--- src/rtl/alu_dword_sequencer.sv ---
// alu_dword_sequencer
//   Runs a 64-bit ADD/SUB/AND/ORR as two passes through the shared 32-bit ALU:
//   the low word first, then the high word, with the low-word carry/borrow
//   chained into the high pass through alu_sr[2].
//
// Ports
//   clk, rst_n            clock, asynchronous active-low reset
//   req_valid/req_ready   request handshake; req_ready is high only in IDLE
//   req_op                00 ADD, 01 SUB, 10 AND, 11 ORR
//   req_a, req_b          64-bit operands, captured on accept
//   resp_valid/resp_ready response handshake; the response is held until taken
//   resp_result           64-bit result (registered)
//   resp_status           {z, c, n, v} of the 64-bit operation (registered)
//   alu_val1/alu_val2     ALU operands
//   alu_exe_cmd, alu_sr   ALU command and status-in (bit 2 is carry-in)
//   alu_result/alu_status ALU result and {z, cout, n, v}
module alu_dword_sequencer #(
   parameter int unsigned W = 32
) (
   input  logic           clk,
   input  logic           rst_n,
   input  logic           req_valid,
   output logic           req_ready,
   input  logic [1:0]     req_op,
   input  logic [2*W-1:0] req_a,
   input  logic [2*W-1:0] req_b,
   output logic           resp_valid,
   input  logic           resp_ready,
   output logic [2*W-1:0] resp_result,
   output logic [3:0]     resp_status,
   output logic [W-1:0]   alu_val1,
   output logic [W-1:0]   alu_val2,
   output logic [3:0]     alu_exe_cmd,
   output logic [3:0]     alu_sr,
   input  logic [W-1:0]   alu_result,
   input  logic [3:0]     alu_status
);

   localparam logic [3:0] CmdNone = 4'b0000;
   localparam logic [3:0] CmdAdd  = 4'b0010;
   localparam logic [3:0] CmdAdc  = 4'b0011;
   localparam logic [3:0] CmdSub  = 4'b0100;
   localparam logic [3:0] CmdSbc  = 4'b0101;
   localparam logic [3:0] CmdAnd  = 4'b0110;
   localparam logic [3:0] CmdOrr  = 4'b0111;

   localparam logic [1:0] OpAdd = 2'b00;
   localparam logic [1:0] OpSub = 2'b01;
   localparam logic [1:0] OpAnd = 2'b10;

   typedef enum logic [1:0] {StIdle, StLo, StHi, StDone} state_e;

   state_e         state_q, state_d;
   logic [2*W-1:0] a_q, b_q;
   logic [1:0]     op_q;
   logic [W-1:0]   lo_res_q;
   logic           lo_z_q, lo_c_q;
   logic [2*W-1:0] res_q;
   logic [3:0]     status_q;
   logic           is_logic_op;

   assign is_logic_op = op_q[1];

   // Next state and ALU drive; the ALU side depends only on state and captured operands.
   always_comb begin
      state_d     = state_q;
      req_ready   = 1'b0;
      resp_valid  = 1'b0;
      alu_val1    = '0;
      alu_val2    = '0;
      alu_exe_cmd = CmdNone;
      alu_sr      = 4'b0000;
      unique case (state_q)
         StIdle: begin
            req_ready = 1'b1;
            if (req_valid) state_d = StLo;
         end
         StLo: begin
            alu_val1 = a_q[W-1:0];
            alu_val2 = b_q[W-1:0];
            unique case (op_q)
               OpAdd:   alu_exe_cmd = CmdAdd;
               OpSub:   alu_exe_cmd = CmdSub;
               OpAnd:   alu_exe_cmd = CmdAnd;
               default: alu_exe_cmd = CmdOrr;
            endcase
            state_d = StHi;
         end
         StHi: begin
            alu_val1 = a_q[2*W-1:W];
            alu_val2 = b_q[2*W-1:W];
            unique case (op_q)
               OpAdd: begin
                  alu_exe_cmd = CmdAdc;
                  alu_sr[2]   = lo_c_q;
               end
               OpSub: begin
                  // ALU cout is a borrow, while SBC wants cin=1 for "no borrow".
                  alu_exe_cmd = CmdSbc;
                  alu_sr[2]   = ~lo_c_q;
               end
               OpAnd:   alu_exe_cmd = CmdAnd;
               default: alu_exe_cmd = CmdOrr;
            endcase
            state_d = StDone;
         end
         StDone: begin
            resp_valid = 1'b1;
            if (resp_ready) state_d = StIdle;
         end
         default: state_d = StIdle;
      endcase
   end

   always_ff @(posedge clk or negedge rst_n) begin
      if (!rst_n) state_q <= StIdle;
      else        state_q <= state_d;
   end

   always_ff @(posedge clk or negedge rst_n) begin
      if (!rst_n) begin
         a_q      <= '0;
         b_q      <= '0;
         op_q     <= 2'b00;
         lo_res_q <= '0;
         lo_z_q   <= 1'b0;
         lo_c_q   <= 1'b0;
         res_q    <= '0;
         status_q <= 4'b0000;
      end else begin
         if (state_q == StIdle && req_valid) begin
            a_q  <= req_a;
            b_q  <= req_b;
            op_q <= req_op;
         end
         if (state_q == StLo) begin
            lo_res_q <= alu_result;
            lo_z_q   <= alu_status[3];
            lo_c_q   <= alu_status[2];
         end
         if (state_q == StHi) begin
            res_q       <= {alu_result, lo_res_q};
            status_q[3] <= lo_z_q & alu_status[3];
            status_q[2] <= is_logic_op ? 1'b0 : alu_status[2];
            status_q[1] <= alu_status[1];
            status_q[0] <= is_logic_op ? 1'b0 : alu_status[0];
         end
      end
   end

   assign resp_result = res_q;
   assign resp_status = status_q;

endmodule

--- config.mk ---
export PLATFORM = sky130hd
export DESIGN_NAME = alu_dword_sequencer
export DESIGN_NICKNAME = d
export VERILOG_FILES = /design/src/rtl/alu_dword_sequencer.sv
export SDC_FILE = /design/constraint.sdc
export NUM_CORES = 1
export LEC_CHECK = 0
export CAP_MARGIN = 10
export CELL_PAD_IN_SITES_DETAIL_PLACEMENT = 2
export CELL_PAD_IN_SITES_GLOBAL_PLACEMENT = 2
export CORE_UTILIZATION = 34
export DETAILED_ROUTE_END_ITERATION = 8
export PLACE_DENSITY_LB_ADDON = 0.1
export RECOVER_POWER = 50
export SLEW_MARGIN = 15
export SYNTH_ARGS = -nofsm -noshare
export SYNTH_HDL_FRONTEND = slang
export SYNTH_SLANG_ARGS = --single-unit
export TNS_END_PERCENT = 5
--- constraint.sdc ---
create_clock -name clk -period 3.01 [get_ports clk]
set_input_delay 0.301 -clock clk [delete_from_list [all_inputs] [get_ports clk]]
set_output_delay 0.301 -clock clk [all_outputs]
set_load 0.05 [all_outputs]
==> qor.yml, run 1 <==
drt_pass1_iterations: 4
final.period_utilization: 0.947
final_antenna_net_count: 0
avgSynthCellArea_um2: 15.1
setup_violations: 0
startpoint_type: "flop"
grt_max_degree: 78
htreeDepth: 1
cts_tree: "yes"
final_common_cell: "clkdlybuf4s50_1"
leakagePower_uw: 0.00636
vias_per_cell: 4.81
worstRegToRegCells: 5
rows: 63
status: "finished with violations"
syn_area_um2: 10200
yosysWarnings: 0
grt_pass1_wl_mm: 47.3
grt_usage: 0.198
drc: 0
violations: "capacitance limit, slew limit"
fin_skew_ns: 0.0206
ys_types: 20
hold_start: "alu_status[0]"
cp_max_fo: 49
fp.dieH_um: 176
fillCellCount: 2836
clock-sinks: 234
max-vdd-ir-drop_v: 0.000850
coreArea_um2: 29600
max_freq_mhz: 351
cp-startpoint: "state_q[0]"
drtIter0Drc: 243
clkTransAtPathRegs_ns: 0.06
area_growth_pct: 41.7
gp_congestion: 0.760
hold_violations: 0
layout_min_cycle_time_ns: 2.85
final_nets: 1162
slowest_stage: "ha_2"
worstPathRequired_ns: 2.71
reg2reg_slack_ns: 0.47
die_x_um: 176
grt_pass1_vias: 8006
mostFrequentLayoutCells: "clkdlybuf4s50_1 (236), dfrtp_1 (234), mux2_2 (129)"
start_util: 0.346
critPathCaptureType: "output port"
maxSlewViolCount: 76
crit_end: "alu_val1[4]"
die_area_um2: 30800
rsz0062_at_grt: "false"
hold_path_class: "primary input to flop"
layout-drive-gt1-share: 0.350
postCtsSetupBuffers: 0
wire_per_inst_um: 21.9
dp_hpwl_mm: 21.2
crit_type: "flop to output port"
rr_startpoint: "state_q[0]"
crit_chain: "inv_1, ha_2, buf_12, nor2b_1, buf_4"
cp.arrival_ns: 2.55
fin_tns_setup_ns: 0
clock_path_buffers: 3
worstMarginPinSlew_ns: 2.05
pin_count: 312
totalWireLength_mm: 30.6
slowest_delay_ns: 0.61
synth-seq-cells: 234
portBuffers: 307
clk_latency_ns: 0.53
r2r_end: "b_q[0]"
max_cap_viol_count: 1
antenna_found_initial: 1
cts_buffers: 29
power_density_nw_per_um2: 1390
vias: 6724
grt_overflow: 0
root_buffer: "clkbuf_16"
synth-seq-area-share: 0.572
synthCells: 677
total_power_uw: 20200
slew_headroom: -0.369
==> cell type report <==
class | count | area (um^2) | share of cell area
repair buffers | 326 | 3180 | 0.219
well taps | 390 | 488 | 0.0336
flip-flops and latches | 234 | 5860 | 0.404
inverters | 7 | 26.3 | 0.00181
multi-input cells | 388 | 4010 | 0.276
clock inverters | 14 | 126 | 0.00871
diodes | 1 | 2.50 | 0.000172
clock buffers | 38 | 820 | 0.0565
==> worst min-delay path by stage <==
| stage | endpoint | cells after the start | slack (ns) |
|---|---|---|---|
| finish | resp_status[0] | 3 | 0.34 |
| global route | resp_status[0] | 3 | 0.34 |
| CTS | resp_status[0] | 3 | 0.31 |
| detailed placement | lo_res_q[3] | 1 | 0.34 |
| global placement | lo_res_q[3] | 1 | 0.33 |
| floorplan | a_q[0] | 0 | 0.005 |
==> stage by stage <==
stage               area [um^2]  setup slack [ns]  utilization  std cells  hold slack (ns)
floorplan                 10300             0.745            -        680          0.00541
global placement          13600             0.647        0.460       1344            0.330
detailed placement        13600             0.573        0.460       1344            0.338
CTS                       14600            0.0337        0.492       1397            0.313
global route              14500           0.00747        0.490       1398            0.341
finish                    14500             0.158        0.490       1398            0.341
==> where the power goes <==
group	switching [uW]	total, uW	internal, uW
Sequential	963	5760	4800
Combinational	6350	11000	4670
Clock	1350	3430	2080
Total	8660	20200	11500
==> sequential cells by signal (all words and copies together) (netlist names), 2 cells and up <==
register     flops
op_q             2
a_q             64
resp_status      4
lo_res_q        32
resp_result     64
b_q             64
state_q          2
==> critical path, delay by kind of cell, from the launching register on <==
family        cells  cell delay [ns]
fa+ha+maj         1             0.61
buf+inv           3             0.67
flops             1             0.48
simple gates      1             0.23
==> repair_timing <==
| item | in CTS | in global routing |
|---|---|---|
| gates resized for setup | 2 | 1 |
| pin swaps | 0 | 0 |
| hold endpoints to repair | 73 | 0 |
| endpoints found under the setup margin | 4 | 3 |
| hold buffers | 1 | 0 |
==> cells by family (layout without fill, tap and decap cells) <==
family,count (synthesis),count (layout),share of synthesized area
flops,234,234,0.572
mux,230,230,0.290
simple gates,74,74,0.0436
compound gates,73,73,0.0518
buf+inv,58,385,0.0348
fa+ha+maj,6,6,0.00733
other cells,1,5,0.000366
xor+xnor,1,1,0.000855
==> cells in the mapped netlist, drive strengths merged <==
cell | n | share of area
nand3 | 1 | 0.00049
o32a | 1 | 0.00098
nor2 | 3 | 0.0011
a22oi | 64 | 0.047
mux2 | 230 | 0.29
buf | 39 | 0.028
inv | 7 | 0.0026
o21ai | 5 | 0.0024
nor2b | 66 | 0.040
a21oi | 3 | 0.0015
nand2 | 3 | 0.0011
and3 | 1 | 0.00061
clkbuf | 12 | 0.0044
xor2 | 1 | 0.00086
conb | 1 | 0.00037
dfrtp | 234 | 0.57
ha | 6 | 0.0073
==> routing by layer <==
| metal | up-vias | track usage | part of all wire |
|---|---|---|---|
| met2 | 208 | 0.347 | 0.51 |
| met5 | - | 0 | 0 |
| met4 | 0 | 0.0478 | 0.020 |
| met1 | 3479 | 0.244 | 0.40 |
| li1 | 2998 | - | - |
| met3 | 39 | 0.0474 | 0.062 |
No activity file was read; power rests on OpenSTA's default activity.
==> inputs of run 2 (changes only) <==
--- a/config.mk
+++ b/config.mk
@@ -5,10 +5,11 @@
 export SDC_FILE = /design/constraint.sdc
 export NUM_CORES = 1
 export LEC_CHECK = 0
-export CAP_MARGIN = 10
 export CELL_PAD_IN_SITES_DETAIL_PLACEMENT = 2
 export CELL_PAD_IN_SITES_GLOBAL_PLACEMENT = 2
-export CORE_UTILIZATION = 34
+export CORE_ASPECT_RATIO = 1.1
+export CORE_UTILIZATION = 35
+export CTS_BUF_LIST = sky130_fd_sc_hd__clkbuf_4
 export DETAILED_ROUTE_END_ITERATION = 8
 export PLACE_DENSITY_LB_ADDON = 0.1
 export RECOVER_POWER = 50
==> qor.yml, run 2 (same netlist as run 1, synthesis figures left out) <==
violations: "capacitance limit, slew limit"
path_buf_inv: 3  # unchanged
antenna_found_initial: 3  # +2
dpl-instance-area_um2: 14100  # +3.3%
area_growth_pct: 45.1
fin_skew_ns: 0.0362  # +0.0156 ns
layout_min_cycle_time_ns: 2.90  # +0.0460 ns
maxSlewViolCount: 97  # +28%
crit_chain: "inv_1, ha_2, buf_12, a22oi_1, nor2b_1, buf_4"
fp.dieH_um: 181  # +3.3%
wire_per_inst_um: 21.4  # -2.1%
postCtsSetupBuffers: 0  # unchanged
coreArea_um2: 28700  # -3.1%
root_buffer: "clkbuf_4"
dp_hpwl_mm: 21.5  # +1.5%
vias: 6992  # +4.0%
setup_slack_ns: 0.112  # -0.0460 ns
grt_pass1_vias: 8486  # +6.0%
worstMarginPinSlew_ns: 2.55  # +0.501 ns
grt_usage: 0.211  # +0.0125
clock-sinks: 234  # unchanged
leakagePower_uw: 0.00655  # +3.0%
rsz0062_at_grt: "true"
drtIter0Drc: 230  # -5.3%
fin_tns_setup_ns: 0  # unchanged
gp_congestion: 0.787  # +3.5%
grt_overflow: 0  # unchanged
clk_latency_ns: 0.66  # +0.13 ns
mostFrequentLayoutCells: "clkdlybuf4s50_1 (239), dfrtp_1 (234), mux2_2 (130)"
final.period_utilization: 0.963  # +0.0153
power_density_nw_per_um2: 1380  # -0.88%
die_x_um: 165  # -6.0%
final_antenna_net_count: 0  # unchanged
cts_tree: "yes"
final_nets: 1199  # +3.2%
setup_violations: 0  # unchanged
slowest_delay_ns: 0.46  # -0.15 ns
drc: 0  # unchanged
max_cap_viol_count: 1  # unchanged
pin_count: 312  # unchanged
vias_per_cell: 4.87  # +1.2%
portBuffers: 307  # unchanged
clkTransAtPathRegs_ns: 0.07  # about the same
post-route-util: 0.518  # +0.0280
worstPathRequired_ns: 2.71  # about the same
cp.arrival_ns: 2.60  # +0.05 ns
clock_path_buffers: 3  # unchanged
grt_max_degree: 98  # +26%
hold_path_class: "primary input to flop"
max_freq_mhz: 345  # -1.6%
start_util: 0.357  # +0.0112
final_common_cell: "clkdlybuf4s50_1"
die_area_um2: 30000  # -2.8%
rows: 65  # +3.2%
grt_pass1_wl_mm: 47.7  # +0.83%
htreeDepth: 3  # +2
cp_max_fo: 64  # +31%
cts_buffers: 66  # +130%
totalWireLength_mm: 30.8  # +0.66%
slew_headroom: -0.703  # -0.334
crit_type: "flop to output port"
critPathCaptureType: "output port"
startpoint_type: "flop"
hold_violations: 0  # unchanged
preCtsSetupSlack_ns: 0.711  # +0.138 ns
layout-drive-gt1-share: 0.395  # +0.0450
slowest_stage: "dfrtp_1"
drt_pass1_iterations: 4  # unchanged
design_area_um2: 14900  # +2.4%
path_delay_family: "buffers and inverters"
max-vdd-ir-drop_v: 0.000699  # -18%
status: "finished with violations"
run 2: per-stage QoR:
step                total power, uW  instances  hold WS, ns
CTS                           20800       1435        0.179
global route                  21600       1437        0.195
floorplan                     13400        680      0.00541
detailed placement            17900       1322        0.396
global placement              17400       1322        0.383
finish                        20500       1437        0.238
run 2: final timing paths:
kind / to / start / slack (ns) / cells after the start
hold / removal: resp_status[0] / alu_status[0] / 0.24 / 3
min in group asynchronous: resp_result[57] / rst_n / 0.96 / 2
setup reg to reg: a_q[52] / state_q[0] / 0.70 / 5
max in group asynchronous: lo_res_q[1] / rst_n / 0.51 / 3
hold reg to reg: resp_result[5] / lo_res_q[5] / 0.48 / 1
setup / recovery: alu_val1[1] / state_q[0] / 0.11 / 6
run 2: final cells by class:
type	instances	area [um^2]
inverter	7	26.3
sequential	234	5860
clock buffer	92	691
clock inverter	20	77.6
fill	2658	13900
tap	368	460
antenna	2	5.00
multi-input combinational	388	4090
timing repair buffer	326	3650
run 2: power by group:
part / leakage [uW] / internal [uW] / total (uW) / switching, uW
clock: 0.000465 / 1410 / 2750 / 1340
combinational: 0.00333 / 5470 / 12000 / 6510
sequential: 0.00276 / 4800 / 5780 / 983
run 2: layer usage:
metal  vias to the layer above  share of wire  global-route usage
met1                      3564           0.37               0.232
met5                         -              0                   0
met4                         0          0.025              0.0862
met2                       261           0.51               0.362
met3                        49          0.089              0.0779
li1                       3118              -                   -
run 2: worst min-delay path: cells and delay by family:
kind | cells | cell delay (ns)
simple gates | 1 | 0.06
buf+inv | 1 | 0.43
compound gates | 1 | 0.06
run 2: repair_timing:
item	4_1_cts	5_1_grt
endpoints found under the setup margin	1	10
hold buffers	1	0
endpoints found under the hold margin	91	0
gates resized for setup	1	4
==> inputs of run 3 (changes only) <==
--- a/config.mk
+++ b/config.mk
@@ -11,6 +11,7 @@
 export CORE_UTILIZATION = 35
 export CTS_BUF_LIST = sky130_fd_sc_hd__clkbuf_4
 export DETAILED_ROUTE_END_ITERATION = 8
+export GPL_ROUTABILITY_DRIVEN = 0
 export PLACE_DENSITY_LB_ADDON = 0.1
 export RECOVER_POWER = 50
 export SLEW_MARGIN = 15
==> results of run 3 <==
Same layout as run 2: the final DEF is identical, and so are final timing and power.
